File: src/rtl/ita_package.sv
// rtl/ita_package.sv - shared ITA widths and reciprocal-divider state type (ITA_RECIP_DIV_ROUND_EN adds ROUND)
package ita_package;

   localparam int unsigned SoftmaxAccDataWidth = 19;
   localparam int unsigned DividerWidth        = 16;

   typedef enum logic [1:0] {
      IDLE  = 2'd0,
      CALC  = 2'd1,
`ifdef ITA_RECIP_DIV_ROUND_EN
      ROUND = 2'd2,
`endif
      DONE  = 2'd3
   } recip_div_state_e;

endpackage

File: src/rtl/ita_recip_div.sv
// rtl/ita_recip_div.sv - constant-dividend restoring divider, NumVal / divisor, MSB first
// ITA_RECIP_DIV_ROUND_EN: round half up in an extra ROUND cycle instead of truncating
module ita_recip_div
   import ita_package::*;
#(
   parameter int unsigned             InWidth  = SoftmaxAccDataWidth,
   parameter int unsigned             OutWidth = DividerWidth,
   parameter logic [OutWidth-1:0]     NumVal   = OutWidth'(1 << (OutWidth - 1))
) (
   input  logic                clk_i,
   input  logic                rst_i,
   input  logic [InWidth-1:0]  div_inp_i,
   input  logic                valid_i,
   output logic                ready_o,
   output logic [OutWidth-1:0] div_oup_o,
   output logic                valid_o,
   input  logic                ready_i
);

   localparam int unsigned CntW = (OutWidth > 1) ? $clog2(OutWidth) : 1;

   recip_div_state_e    state_q;
   logic                ready_q;
   logic                valid_q;
   logic [OutWidth-1:0] quot_q;
   logic [InWidth:0]    rem_q;
   logic [InWidth-1:0]  divisor_q;
   logic [OutWidth-1:0] dvd_q;
   logic [CntW-1:0]     cnt_q;

   logic [InWidth:0]    rem_shift;
   logic [InWidth:0]    rem_sub;
   logic                step_ge;

   // rem_q never exceeds divisor-1, so dropping its top bit in the shift is lossless
   assign rem_shift = {rem_q[InWidth-1:0], dvd_q[OutWidth-1]};
   assign step_ge   = {rem_q, dvd_q[OutWidth-1]} >= {2'b00, divisor_q};
   assign rem_sub   = rem_shift - {1'b0, divisor_q};

`ifdef ITA_RECIP_DIV_ROUND_EN
   logic round_up;
   assign round_up = {rem_q, 1'b0} >= {2'b00, divisor_q};
`endif

   always_ff @(posedge clk_i or posedge rst_i) begin
      if (rst_i) begin
         state_q   <= IDLE;
         ready_q   <= 1'b1;
         valid_q   <= 1'b0;
         quot_q    <= '0;
         rem_q     <= '0;
         divisor_q <= '0;
         dvd_q     <= '0;
         cnt_q     <= '0;
      end else begin
         case (state_q)
            IDLE: begin
               if (valid_i) begin
                  divisor_q <= div_inp_i;
                  dvd_q     <= NumVal;
                  rem_q     <= '0;
                  cnt_q     <= CntW'(OutWidth - 1);
                  ready_q   <= 1'b0;
                  if (div_inp_i == '0) begin
                     quot_q  <= '1;
                     valid_q <= 1'b1;
                     state_q <= DONE;
                  end else begin
                     state_q <= CALC;
                  end
               end
            end
            CALC: begin
               rem_q  <= step_ge ? rem_sub : rem_shift;
               quot_q <= {quot_q[OutWidth-2:0], step_ge};
               dvd_q  <= {dvd_q[OutWidth-2:0], 1'b0};
               cnt_q  <= cnt_q - CntW'(1);
               if (cnt_q == '0) begin
`ifdef ITA_RECIP_DIV_ROUND_EN
                  state_q <= ROUND;
`else
                  valid_q <= 1'b1;
                  state_q <= DONE;
`endif
               end
            end
`ifdef ITA_RECIP_DIV_ROUND_EN
            ROUND: begin
               if (round_up) begin
                  quot_q <= quot_q + OutWidth'(1);
               end
               valid_q <= 1'b1;
               state_q <= DONE;
            end
`endif
            DONE: begin
               if (ready_i) begin
                  valid_q <= 1'b0;
                  ready_q <= 1'b1;
                  state_q <= IDLE;
               end
            end
            default: begin
               valid_q <= 1'b0;
               ready_q <= 1'b1;
               state_q <= IDLE;
            end
         endcase
      end
   end

   assign ready_o   = ready_q;
   assign valid_o   = valid_q;
   assign div_oup_o = quot_q;

endmodule

File: config.mk
export PLATFORM = sky130hd
export DESIGN_NAME = ita_recip_div
export DESIGN_NICKNAME = d
export VERILOG_FILES = /design/src/rtl/ita_package.sv /design/src/rtl/ita_recip_div.sv
export SDC_FILE = /design/constraint.sdc
export NUM_CORES = 1
export LEC_CHECK = 0
export ABC_CLOCK_PERIOD_IN_PS = 3500
export BUFFER_PORTS_ARGS = -buffer_cell sky130_fd_sc_hd__buf_2
export CAP_MARGIN = 20
export CORE_UTILIZATION = 34
export CTS_BUF_LIST = sky130_fd_sc_hd__clkbuf_16
export CTS_CLUSTER_SIZE = 25
export DETAILED_ROUTE_END_ITERATION = 10
export GPL_TIMING_DRIVEN = 0
export REMOVE_ABC_BUFFERS = 1
export SLEW_MARGIN = 0
export SYNTH_ARGS = -nofsm -noshare
export SYNTH_HDL_FRONTEND = slang
export SYNTH_SLANG_ARGS = --single-unit
File: constraint.sdc
create_clock -name clk_i -period 3.5 [get_ports clk_i]
set_clock_uncertainty 0.2 [all_clocks]
set_input_delay 0.175 -clock clk_i [delete_from_list [all_inputs] [get_ports clk_i]]
set_output_delay 0.175 -clock clk_i [all_outputs]
set_load 0.005 [all_outputs]
**Yosys cells after proc, flatten, opt, wreduce, memory -nomap -nowiden**

Index checks and enable logic that the tools add are counted.

- Bits of input ports: 23
- Register bits: 79

- Add/sub/neg operators: 2
- Reduce and logical (&&, ||, !) cells: 10
- Equality and inequality tests: 6
- Bitwise gates (word level): 1
- Magnitude comparators: 1
- Muxes and demuxes: 23

Operator list:

| operator | count |
|---|---|
| $pmux W16 S2 | 2 |
| $mux W16 | 3 |
| $mux W20 | 2 |
| $pmux W20 S2 | 1 |
| $ge A21 B19 Y1 | 1 |
| $sub A20 B19 Y20 | 1 |
| $logic_not A19 Y1 | 1 |
| $reduce_and A3 Y1 | 3 |
| $mux W2 | 4 |
| $ne A2 B2 Y1 const B | 4 |
| $pmux W4 S2 | 1 |
| $mux W1 | 6 |
| $pmux W1 S3 | 2 |
| $pmux W2 S3 | 1 |
| $logic_not A4 Y1 | 1 |
| $mux W4 | 1 |
| $reduce_and A2 Y1 | 2 |
| $reduce_and A4 Y1 | 1 |
| $sub A4 B1 Y4 const B | 1 |
| $eq A2 B1 Y1 const B | 1 |
| $eq A2 B2 Y1 const B | 1 |
| $logic_not A2 Y1 | 1 |
| $reduce_bool A2 Y1 | 1 |
| $not A1 Y1 | 1 |

**Logic depth before layout (Yosys ltp)**

Gate-level depths: netlist of the first run.

- Depth after elaboration: 4
- Mapped depth: 11
- Mapped depth without buffers: 10

**Worst setup path before layout of the first run**

Ideal clock, no wire load.

- Path type: reg-to-reg
- Start point: register rem_q[7]
- End point: register rem_q[1]
- Path slack: 1.018 ns
- Clock period less this slack: 2.482 ns
- Path buffers: 2
- Data required time: 3.179 ns
- Data arrival time: 2.161 ns
- Cell stages (with the launch flop): 11
- Cell sequence: dfrtp_1 > ha_1 > buf_2 > and3_1 > nand2_1 > or4_4 > o211ai_2 > nor2_2 > buf_6 > mux2i_1 > a22o_1

- Longest elaborated chain between the ends: 3

RTL lines:

| item | line | RTL |
|---|---|---|
| start, declared | ita_recip_div.sv:26 | `logic [InWidth:0] rem_q;` |
| start signal, assigned | ita_recip_div.sv:74 | `rem_q <= step_ge ? rem_sub : rem_shift;` |
| $ge A21 B19 Y1 | ita_recip_div.sv:37 | `assign step_ge = {rem_q, dvd_q[OutWidth-1]} >= {2'b00, divisor_q};` |
| $mux W20 | ita_recip_div.sv:74 |  |
| $pmux W20 S2 | ita_recip_div.sv:56 | `case (state_q)` |

Every way passes these cells.
A chain may end at the register's enable or synchronous reset.

**Final worst setup path of the first run**

- Start point: register divisor_q[0]
- End point: register rem_q[12]

- Longest elaborated chain between the ends: 3
- Elaborated cells between the ends (all ways): 4
- Those cells by class: add/sub (1); order compare (1); mux (2)

RTL lines:

| item | line | RTL |
|---|---|---|
| start, declared | ita_recip_div.sv:27 | `logic [InWidth-1:0] divisor_q;` |
| start signal, assigned | ita_recip_div.sv:59 | `divisor_q <= div_inp_i;` |
| $sub A20 B19 Y20 or $ge A21 B19 Y1 (tied branches) | ita_recip_div.sv:38, ita_recip_div.sv:37 |  |
| $mux W20 (*) | ita_recip_div.sv:74 |  |
| $pmux W20 S2 (*) | ita_recip_div.sv:56 |  |

Every way passes the cells marked *; elsewhere a longest branch is shown, timed or not.

==> out/metrics.yaml, run 1 <==
synthToLayoutAreaGrowth_pct: 22.30
fin_nets: 512
synth_common_cells: "dfrtp_1 (63), o21ai_0 (52), nand2_1 (47)"
worstSetupPathType: "flip-flop to flip-flop"
synth_top_area_frac: 0.4180
cts_made_buffers: 9
relSlewSlack: 0.4970
ys_types: 56
grt_max_degree: 38
outcome: "complete, no violations"
first_iter_violations: 231
min_period_over_period: 0.8352
cts_tree: "built"
routedWlPerCell_um: 14.34
hold_buffers: 21
core_area_um2: 10840
hold_class: "input pin to flip-flop"
slowest_delay_ns: 0.52
yosysMostFrequentCell: "dfrtp_1"
cts_root_buf: "clkbuf_16"
h-tree-depth: 3
fin_util: 0.4254
setup_viol_count_final: 0
first_global_vias: 3135
worstPathArrival_ns: 2.96
rsz0062_at_grt: "false"
synth_cells: 408
instances_no_fill: 613
vias_per_cell: 5.206
ir_worst_vdd_mv: 0.4391
synthFlopType: "dfrtp_1"
crit_path_end_kind: "flip-flop"
clockBufferDepth: 2
n_antenna_cell: 0
ys.warnings.count: 0
leakage_nw: 1.956
insertion_delay_ns: 0.33
worstSetupStartpointType: "flip-flop"
p_total_w: 0.005460
place_ws_ns: 0.6225
syn_area_um2: 3771
dp_hpwl_mm: 6.260
path_cells: "ha_1 > fa_1 > nor2b_1 > o31a_1 > o22ai_1 > o21ai_0 > a31oi_1 > xor2_1 > o21ai_0"
antenna_found_initial: 0
slowest_stage: "o21ai_0"
setup_ws_ns: 0.5767
rows: 38
ioPinCount: 41
slew_viol_final: 0
die_area_um2: 11520
ys_seq_area_frac: 0.4250
postCtsSetupRepairBufs: 0
drt_drc_violations_left: 0
synth_edf_count: 0
grt.overflow.total: 0
first_pass_iters: 4
cp_max_fo: 4
synthTopCellsByArea: "dfrtp_1 (42%), o21ai_0 (6.9%), ha_1 (6.6%)"
maxCapViolCount: 0
antenna_left: 0
synth_seq_cells: 64
totalWireLength_mm: 8.791
die_x_um: 107.3
clock_sinks: 64
tightestPinTransition_ns: 0.7466
min_period_ns: 2.923
grt_usage: 0.1644
cp.required_ns: 3.53
cpMostUsedCell: "o21ai_0"
hold_viol_final: 0
postCtsResizedCells: 0
placedCellCount: 574
via_count: 3191
fmax_mhz: 342.1
synth_area_leader_cell: "dfrtp_1"
io_buffers: 40
gp_congestion: 0.8722
powerDensity_nw_per_um2: 1184
die_y_um: 107.3
drive_above_1_share: 0.1543
initial_core_util: 0.3479
fin_tns_setup_ns: 0
clkTransAtPathRegs_ns: 0.05
async_flop_share: 1.000
grt_pass1_wl_mm: 14.88
syn_avg_cell_area_um2: 9.243
==> cell families after synthesis <==
logic type,share of synthesized area
AO/OA/AOI/OAI,0.2273
XOR/XNOR,0.03484
adder cells (fa/ha/maj),0.07167
buffers and inverters,0.05939
flip-flops,0.4250
multiplexers,0.03749
AND/OR/NAND/NOR,0.1443
==> critical path: cells and delay by family, from the launching register on <==
kind / cells / cell delay, ns
xor+xnor: 1 / 0.16
compound gates: 5 / 1.27
flops: 1 / 0.38
simple gates: 1 / 0.19
fa+ha+maj: 2 / 0.63
==> placed cells by master (no fill, tap or decap), drive strengths merged, types with 5 or more instances in the layout <==
| cell | instances |
|---|---|
| a21oi | 24 |
| dlygate4sd3 | 21 |
| o21ai | 53 |
| a211oi | 5 |
| nor2 | 21 |
| xnor2 | 10 |
| a31oi | 6 |
| ha | 20 |
| o22a | 15 |
| nor3 | 5 |
| nand3 | 7 |
| xor2 | 5 |
| inv | 30 |
| a32oi | 6 |
| nand2 | 48 |
| clkbuf | 9 |
| nor4 | 6 |
| mux2i | 13 |
| buf | 48 |
| dfrtp | 63 |
==> routing by layer <==
metal	part of all wire	GRT usage
met2	0.48	0.2770
met4	0.014	0.05479
met5	0	0
met1	0.48	0.2102
met3	0.027	0.03329
==> final timing paths <==
path	from	to	slack, ns	depth (start not counted)
min reg2reg	divisor_q[0]	divisor_q[0]	0.28	2
max reg2reg	divisor_q[0]	rem_q[12]	0.58	9
min in group asynchronous	rst_i	div_oup_o[14]	0.26	3
max in group asynchronous	rst_i	ready_o	2.17	4
min	valid_i	state_q[0]	0.02	3
max	divisor_q[0]	rem_q[12]	0.58	9
==> sequential cells by signal (all words and copies together) (netlist names) <==
signal and count:
div_oup_o 16, cnt_q 4, dvd_q 1, valid_o 1, rem_q 20, ready_o 1
divisor_q 19, state_q 2
==> stage by stage <==
stage | area [um^2] | hold WS [ns]
6_report | 4612 | 0.01997
5_1_grt | 4612 | 0.02785
4_1_cts | 4589 | 0.01266
3_5_place_dp | 4121 | 0.08969
3_3_place_gp | 4024 | 0.1904
2_1_floorplan | 3649 | 0.06484
==> power by group <==
group          switching, W  total [W]  internal [W]
logic               0.00189    0.00335       0.00147
registers          0.000229    0.00134       0.00111
clock network      0.000305   0.000770      0.000465
total               0.00242    0.00546       0.00304
==> cell type report <==
cell class	count	area [um^2]
multi-input combinational	297	1949
fill	1121	6228
clock inverter	7	32.53
sequential	64	1603
inverter	27	101.3
timing repair buffer	69	525.5
tap	140	175.2
clock buffer	9	225.2
(Power assumes the default switching activity.)
==> run 2, diff against run 1 <==
--- a/config.mk
+++ b/config.mk
@@ -5,7 +5,7 @@
 export SDC_FILE = /design/constraint.sdc
 export NUM_CORES = 1
 export LEC_CHECK = 0
-export ABC_CLOCK_PERIOD_IN_PS = 3500
+export ABC_CLOCK_PERIOD_IN_PS = 2700
 export BUFFER_PORTS_ARGS = -buffer_cell sky130_fd_sc_hd__buf_2
 export CAP_MARGIN = 20
 export CORE_UTILIZATION = 34
==> constraint.sdc (replaced) <==
create_clock -name clk_i -period 2.7 [get_ports clk_i]
set_clock_uncertainty 0.2 [all_clocks]
set_input_delay 0.135 -clock clk_i [delete_from_list [all_inputs] [get_ports clk_i]]
set_output_delay 0.135 -clock clk_i [all_outputs]
set_load 0.005 [all_outputs]
==> run 2 against run 1 <==
Compared with the run above: register-to-register slack worse by 0.46 ns; fmax increased by 13%; total power increased by 40%; first-iteration DRC count fell by 5.2%; via count grew 3.1%; sequential share of layout area fell by 1.6 points; clock-buffer cell count did not move; cell count is 0.98% higher; global-route usage is 0.18 points higher; utilization grew 2.1 points; critical endpoint is now rem_q[16]; highest routed layer unchanged.
==> out/metrics.yaml, run 2 (synthesis gave the netlist of run 1 again) <==
cts_made_buffers: 9  # unchanged
antenna_found_initial: 0  # unchanged
worstPathArrival_ns: 2.57  # -0.39 ns
largest_reg_flops: 20  # unchanged
hold_class: "input pin to flip-flop"
crit_end: "rem_q[16]"
worstSetupPathType: "flip-flop to flip-flop"
first_global_vias: 3171  # +1.1%
grt_usage: 0.1663  # +0.001830
crit_path_start: "divisor_q[0]"
nFillCells: 1087  # -3.0%
min_period_ns: 2.587  # -0.3364 ns
worstSetupStartpointType: "flip-flop"
r2r_start: "divisor_q[0]"
rrSetupSlack_ns: 0.11  # -0.46 ns
multi_input_area_um2: 2125  # +9.0%
hp-start: "valid_i"
hold_viol_final: 0  # unchanged
reg2reg_depth: 9  # unchanged
dp_hpwl_mm: 6.260  # unchanged
fin_area_um2: 4835  # +4.8%
rows: 38  # unchanged
io_buffers: 40  # unchanged
clockBufferDepth: 2  # unchanged
totalWireLength_mm: 9.104  # +3.6%
setup_ws_ns: 0.1131  # -0.4636 ns
place_ws_ns: -0.1775  # -0.8000 ns
p_total_w: 0.007639  # +40%
h-tree-depth: 3  # unchanged
grt_pass1_wl_mm: 15.06  # +1.3%
routedWlPerCell_um: 14.71  # +2.6%
setup_viol_count_final: 0  # unchanged
first_pass_iters: 4  # unchanged
cp.required_ns: 2.68  # -0.85 ns
min_period_over_period: 0.9581  # +0.1229
regArea_um2: 1603  # unchanged
cp_max_fo: 3  # -1
fin_nets: 518  # +1.2%
crit_path_end_kind: "flip-flop"
relSlewSlack: 0.5105  # +0.01352
core_area_um2: 10840  # unchanged
vias_per_cell: 5.315  # +2.1%
cts_root_buf: "clkbuf_16"
final_common_cell: "dfrtp_1"
grt_max_degree: 38  # unchanged
ir_worst_vdd_mv: 0.5846  # +33%
die_x_um: 107.3  # unchanged
via_count: 3290  # +3.1%
clkTransAtPathRegs_ns: 0.05  # about the same
powerDensity_nw_per_um2: 1580  # +33%
post_dp_cell_area_um2: 4121  # unchanged
layout_common_cells: "dfrtp_1 (63), o21ai_0 (49), nand2_1 (47), buf_2 (40), inv_1 (29)"
grt.overflow.total: 0  # unchanged
r2r-end: "rem_q[16]"
cts_tree: "built"
synthToLayoutAreaGrowth_pct: 28.20
gp_congestion: 0.8722  # unchanged
slew_viol_final: 0  # unchanged
fin_tns_setup_ns: 0  # unchanged
leakage_nw: 1.995  # +2.0%
outcome: "complete, no violations"
drt_drc_violations_left: 0  # unchanged
die_area_um2: 11520  # unchanged
n_antenna_cell: 0  # unchanged
ioPinCount: 41  # unchanged
fmax_mhz: 386.6  # +13%
maxCapViolCount: 0  # unchanged
drive_above_1_share: 0.2046  # +0.05026
antenna_left: 0  # unchanged
first_iter_violations: 219  # -5.2%
die_y_um: 107.3  # unchanged
insertion_delay_ns: 0.33  # about the same
tightestPinTransition_ns: 0.7315  # -0.01509 ns
clock_sinks: 64  # unchanged
initial_core_util: 0.3479  # unchanged
regMostFlops: "rem_q"
## run 2: cell count changes in the layout (fill, tap and decap cells not counted), moves of 2 or more
cell,previous run,this run
ha_1,20,9
buf_4,1,6
a21oi_2,0,2
o21ai_0,52,49
ha_4,0,11
a21oi_1,24,22
o21ai_2,0,2
## run 2: worst max-delay path, cell delays in order (launching register included)
cell	delay [ns]
dfrtp_1	0.38
ha_1	0.22
fa_2	0.37
nor2b_2	0.14
o31a_1	0.24
o22ai_2	0.13
or3_2	0.45
o21ai_2	0.08
xnor2_1	0.13
o21ai_0	0.10
## run 2: metrics by stage
| stage | cells | hold WS, ns | utilization |
|---|---|---|---|
| after floorplan | 388 | 0.02484 | - |
| after global placement | 568 | 0.1504 | 0.3712 |
| after detailed placement | 574 | 0.04969 | 0.3802 |
| after CTS | 613 | 0.03815 | 0.4279 |
| after global routing | 619 | 0.1127 | 0.4460 |
| final | 619 | 0.04628 | 0.4460 |
## run 2: area by class of cell
type | instances | share of cell area
Multi-Input combinational cell | 297 | 0.4394
Sequential cell | 64 | 0.3315
Timing Repair Buffer | 75 | 0.1185
Clock buffer | 9 | 0.04658
Tap cell | 140 | 0.03623
Inverter | 27 | 0.02096
Clock inverter | 7 | 0.006729
## run 2: power by group
part           switching [W]  total (W)  internal, W
clock network       0.000397   0.000999     0.000603
logic                0.00258    0.00486      0.00229
registers           0.000340    0.00178      0.00144
total                0.00331    0.00764      0.00433
## run 2: repair_timing
| item | in CTS | in global routing |
|---|---|---|
| pin swaps | 1 | 3 |
| cloned | 0 | 0 |
| resized for setup | 9 | 24 |
| hold buffers | 22 | 0 |
| hold endpoints to repair | 49 | 0 |
| buffers inserted | 1 | 4 |
| setup endpoints to repair | 18 | 18 |
## run 2: worst min path at each step
stage,endpoint,slack [ns],depth (start not counted)
floorplan,state_q[0],0.02,1
global placement,divisor_q[0],0.15,3
detailed placement,div_oup_o[15],0.05,2
CTS,ready_o,0.04,4
global route,ready_o,0.11,4
finish,ready_o,0.05,4
## run 2: layer usage
metal,vias to the layer above,track usage,wire length [um]
li1,1610,-,-
met1,1597,0.2141,4234
met2,74,0.2788,4408
met3,9,0.03329,305
met4,0,0.05479,155
met5,-,0,0
==> run 3, diff against run 2 <==
--- a/config.mk
+++ b/config.mk
@@ -8,7 +8,7 @@
 export ABC_CLOCK_PERIOD_IN_PS = 2700
 export BUFFER_PORTS_ARGS = -buffer_cell sky130_fd_sc_hd__buf_2
 export CAP_MARGIN = 20
-export CORE_UTILIZATION = 34
+export CORE_UTILIZATION = 45
 export CTS_BUF_LIST = sky130_fd_sc_hd__clkbuf_16
 export CTS_CLUSTER_SIZE = 25
 export DETAILED_ROUTE_END_ITERATION = 10
==> run 3 against run 2 <==
Compared with the run above: sequential cell count unchanged; largest power group unchanged; critical path depth stayed put; critical endpoint is now rem_q[7]; first-iteration DRC count down 2.7%; cell count down 5.2%; clock-buffer cell count unchanged; die area shrank 24%.
==> out/metrics.yaml, run 3 (synthesis gave the netlist of run 1 again) <==
first_pass_iters: 7  # +3
io_buffers: 40  # unchanged
crit_path_end_kind: "flip-flop"
crit_family: "compound AO/OA/AOI/OAI gates"
p_int_w: 0.004455  # +3.0%
r2r_start: "rem_q[1]"
die_area_um2: 8751  # -24%
hold_depth: 4  # unchanged
outcome: "complete, no violations"
first_iter_violations: 213  # -2.7%
critical_path_buf_inv_count: 1  # +1
die_y_um: 93.55  # -13%
slew_viol_final: 0  # unchanged
antenna_left: 0  # unchanged
maxCapViolCount: 0  # unchanged
h-tree-depth: 3  # unchanged
regMostFlops: "rem_q"
setup_ws_ns: 0.1187  # +0.005611 ns
routedWlPerCell_um: 15.65  # +6.4%
first_global_vias: 3107  # -2.0%
setup_viol_count_final: 0  # unchanged
clkTransAtPathRegs_ns: 0.06  # about the same
cp_max_fo: 10  # +7
drive_above_1_share: 0.2178  # +0.01325
ioPinCount: 41  # unchanged
drt_drc_violations_left: 0  # unchanged
die_x_um: 93.55  # -13%
fmax_mhz: 387.4  # +0.22%
gp_congestion: 0.9184  # +5.3%
r2r-end: "rem_q[7]"
fin_tns_setup_ns: 0  # unchanged
cp.required_ns: 2.71  # +0.03 ns
vias_per_cell: 5.600  # +5.4%
fin_util: 0.5938  # +0.1478
powerDensity_nw_per_um2: 1614  # +2.2%
worstSetupStartpointType: "flip-flop"
worstSetupPathType: "flip-flop to flip-flop"
min_period_over_period: 0.9560  # -0.002078
rrSetupSlack_ns: 0.12  # about the same
min_to: "ready_o"
cts_tree: "built"
grt.overflow.total: 0  # unchanged
rsz0062_at_grt: "false"
switching_share: 0.4315  # -0.002329
worstPathArrival_ns: 2.59  # +0.02 ns
grt_max_degree: 34  # -11%
reg2reg_depth: 9  # unchanged
initial_core_util: 0.4613  # +0.1134
leakage_nw: 2.008  # +0.63%
min_period_ns: 2.581  # -0.005611 ns
dp_hpwl_mm: 6.278  # +0.29%
cpMostUsedCell: "o21ai_0"
slowest_delay_ns: 0.39  # -0.06 ns
switchingPower_w: 0.003381  # +2.0%
grt_usage: 0.2211  # +0.05481
largest_reg_flops: 20  # unchanged
insertion_delay_ns: 0.33  # about the same
rows: 33  # -13%
clockPowerShare: 0.148  # +0.017
slowest_stage: "dfrtp_1"
core_area_um2: 8175  # -25%
cts_root_buf: "clkbuf_16"
ir_worst_vdd_mv: 0.5656  # -3.2%
grt_pass1_wl_mm: 14.88  # -1.2%
hold_class: "input pin to flip-flop"
hold_viol_final: 0  # unchanged
final_common_cell: "dfrtp_1"
tightestPinTransition_ns: 0.7290  # -0.002534 ns
seqPwrFrac: 0.226  # -0.006
comb_power_share: 0.626  # -0.011
totalWireLength_mm: 9.189  # +0.93%
via_count: 3287  # -0.091%
clock_sinks: 64  # unchanged
path_cells: "ha_1 > o21ai_0 > a21oi_2 > o2111ai_1 > a211oi_2 > nor2_4 > buf_8 > mux2i_1 > o21ai_0"
clockBufferDepth: 2  # unchanged
antenna_found_initial: 0  # unchanged
hp-start: "valid_i"
synthToLayoutAreaGrowth_pct: 28.73
relSlewSlack: 0.5130  # +0.002490
n_antenna_cell: 0  # unchanged
fin_nets: 521  # +0.58%
timing.hold.ws_ns: 0.02796  # -0.01832 ns
nFillCells: 701  # -36%
layout_common_cells: "dfrtp_1 (63), o21ai_0 (49), nand2_1 (47), buf_2 (40), inv_1 (26)"
cts_made_buffers: 9  # unchanged
place_ws_ns: -0.3553  # -0.1777 ns
[run 3: cell count changes in the layout (fill, tap and decap cells not counted)]
cell / delta
clkinv_2: -1
inv_1: -3
nor2_1: -1
nor2_2: +1
and3_1: -1
and3_4: +1
bufinv_16: +1
a21oi_1: +1
a21oi_2: -1
clkinvlp_4: +2
buf_4: +3
inv_6: +1
[run 3: through the flow]
step                instances  power (W)  cell area [um^2]
floorplan                 388   0.004876              3649
global placement          533   0.005781              3980
detailed placement        539   0.005969              4065
CTS                       582   0.007345              4638
global route              587   0.008491              4855
finish                    587   0.007835              4855
[run 3: what timing repair did]
action / in CTS / in global routing
pin swaps: 2 / 4
setup endpoints to repair: 20 / 34
gates resized for setup: 7 / 28
hold endpoints to repair: 53 / 0
hold buffers: 22 / 0
buffers inserted: 5 / 4
[run 3: worst max path at each step]
stage | startpoint | to | slack [ns] | depth (start not counted)
2_1_floorplan | state_q[0] | rem_q[14] | -0.99 | 4
3_3_place_gp | state_q[0] | rem_q[12] | -2.87 | 4
3_5_place_dp | rem_q[11] | rem_q[7] | -0.36 | 9
4_1_cts | divisor_q[0] | rem_q[16] | 0.007 | 9
5_1_grt | rem_q[5] | rem_q[7] | 0.006 | 9
6_report | rem_q[1] | rem_q[7] | 0.12 | 9
[run 3: final cells by class]
class	count	area, um^2	area share
Timing Repair Buffer	78	595.6	0.1227
Clock buffer	9	225.2	0.04639
Tap cell	105	131.4	0.02706
Clock inverter	7	70.07	0.01443
Sequential cell	64	1603	0.3302
Multi-Input combinational cell	297	2128	0.4384
Inverter	27	101.3	0.02088
[run 3: metal layers]
| layer | vias up | track usage | wire length (um) |
|---|---|---|---|
| met2 | 72 | 0.3413 | 4241 |
| met1 | 1573 | 0.3008 | 4381 |
| met4 | 0 | 0.09487 | 263 |
| li1 | 1623 | - | - |
| met3 | 19 | 0.04390 | 303 |
| met5 | - | 0 | 0 |
[run 3: worst reg2reg max path, stage by stage (launching register included)]
cell and delay (ns):
dfrtp_1 0.39, ha_1 0.37, o21ai_0 0.26, a21oi_2 0.09
o2111ai_1 0.31, a211oi_2 0.16, nor2_4 0.19, buf_8 0.18
mux2i_1 0.22, o21ai_0 0.10
[run 3: power by group through the flow]
stage	registers [W]	logic, W	clock network, W
after floorplan	0.00169	0.00318	0
after global placement	0.00173	0.00405	0
after detailed placement	0.00174	0.00423	0
after CTS	0.00173	0.00444	0.00118
after global routing	0.00183	0.00544	0.00123
final	0.00177	0.00491	0.00116
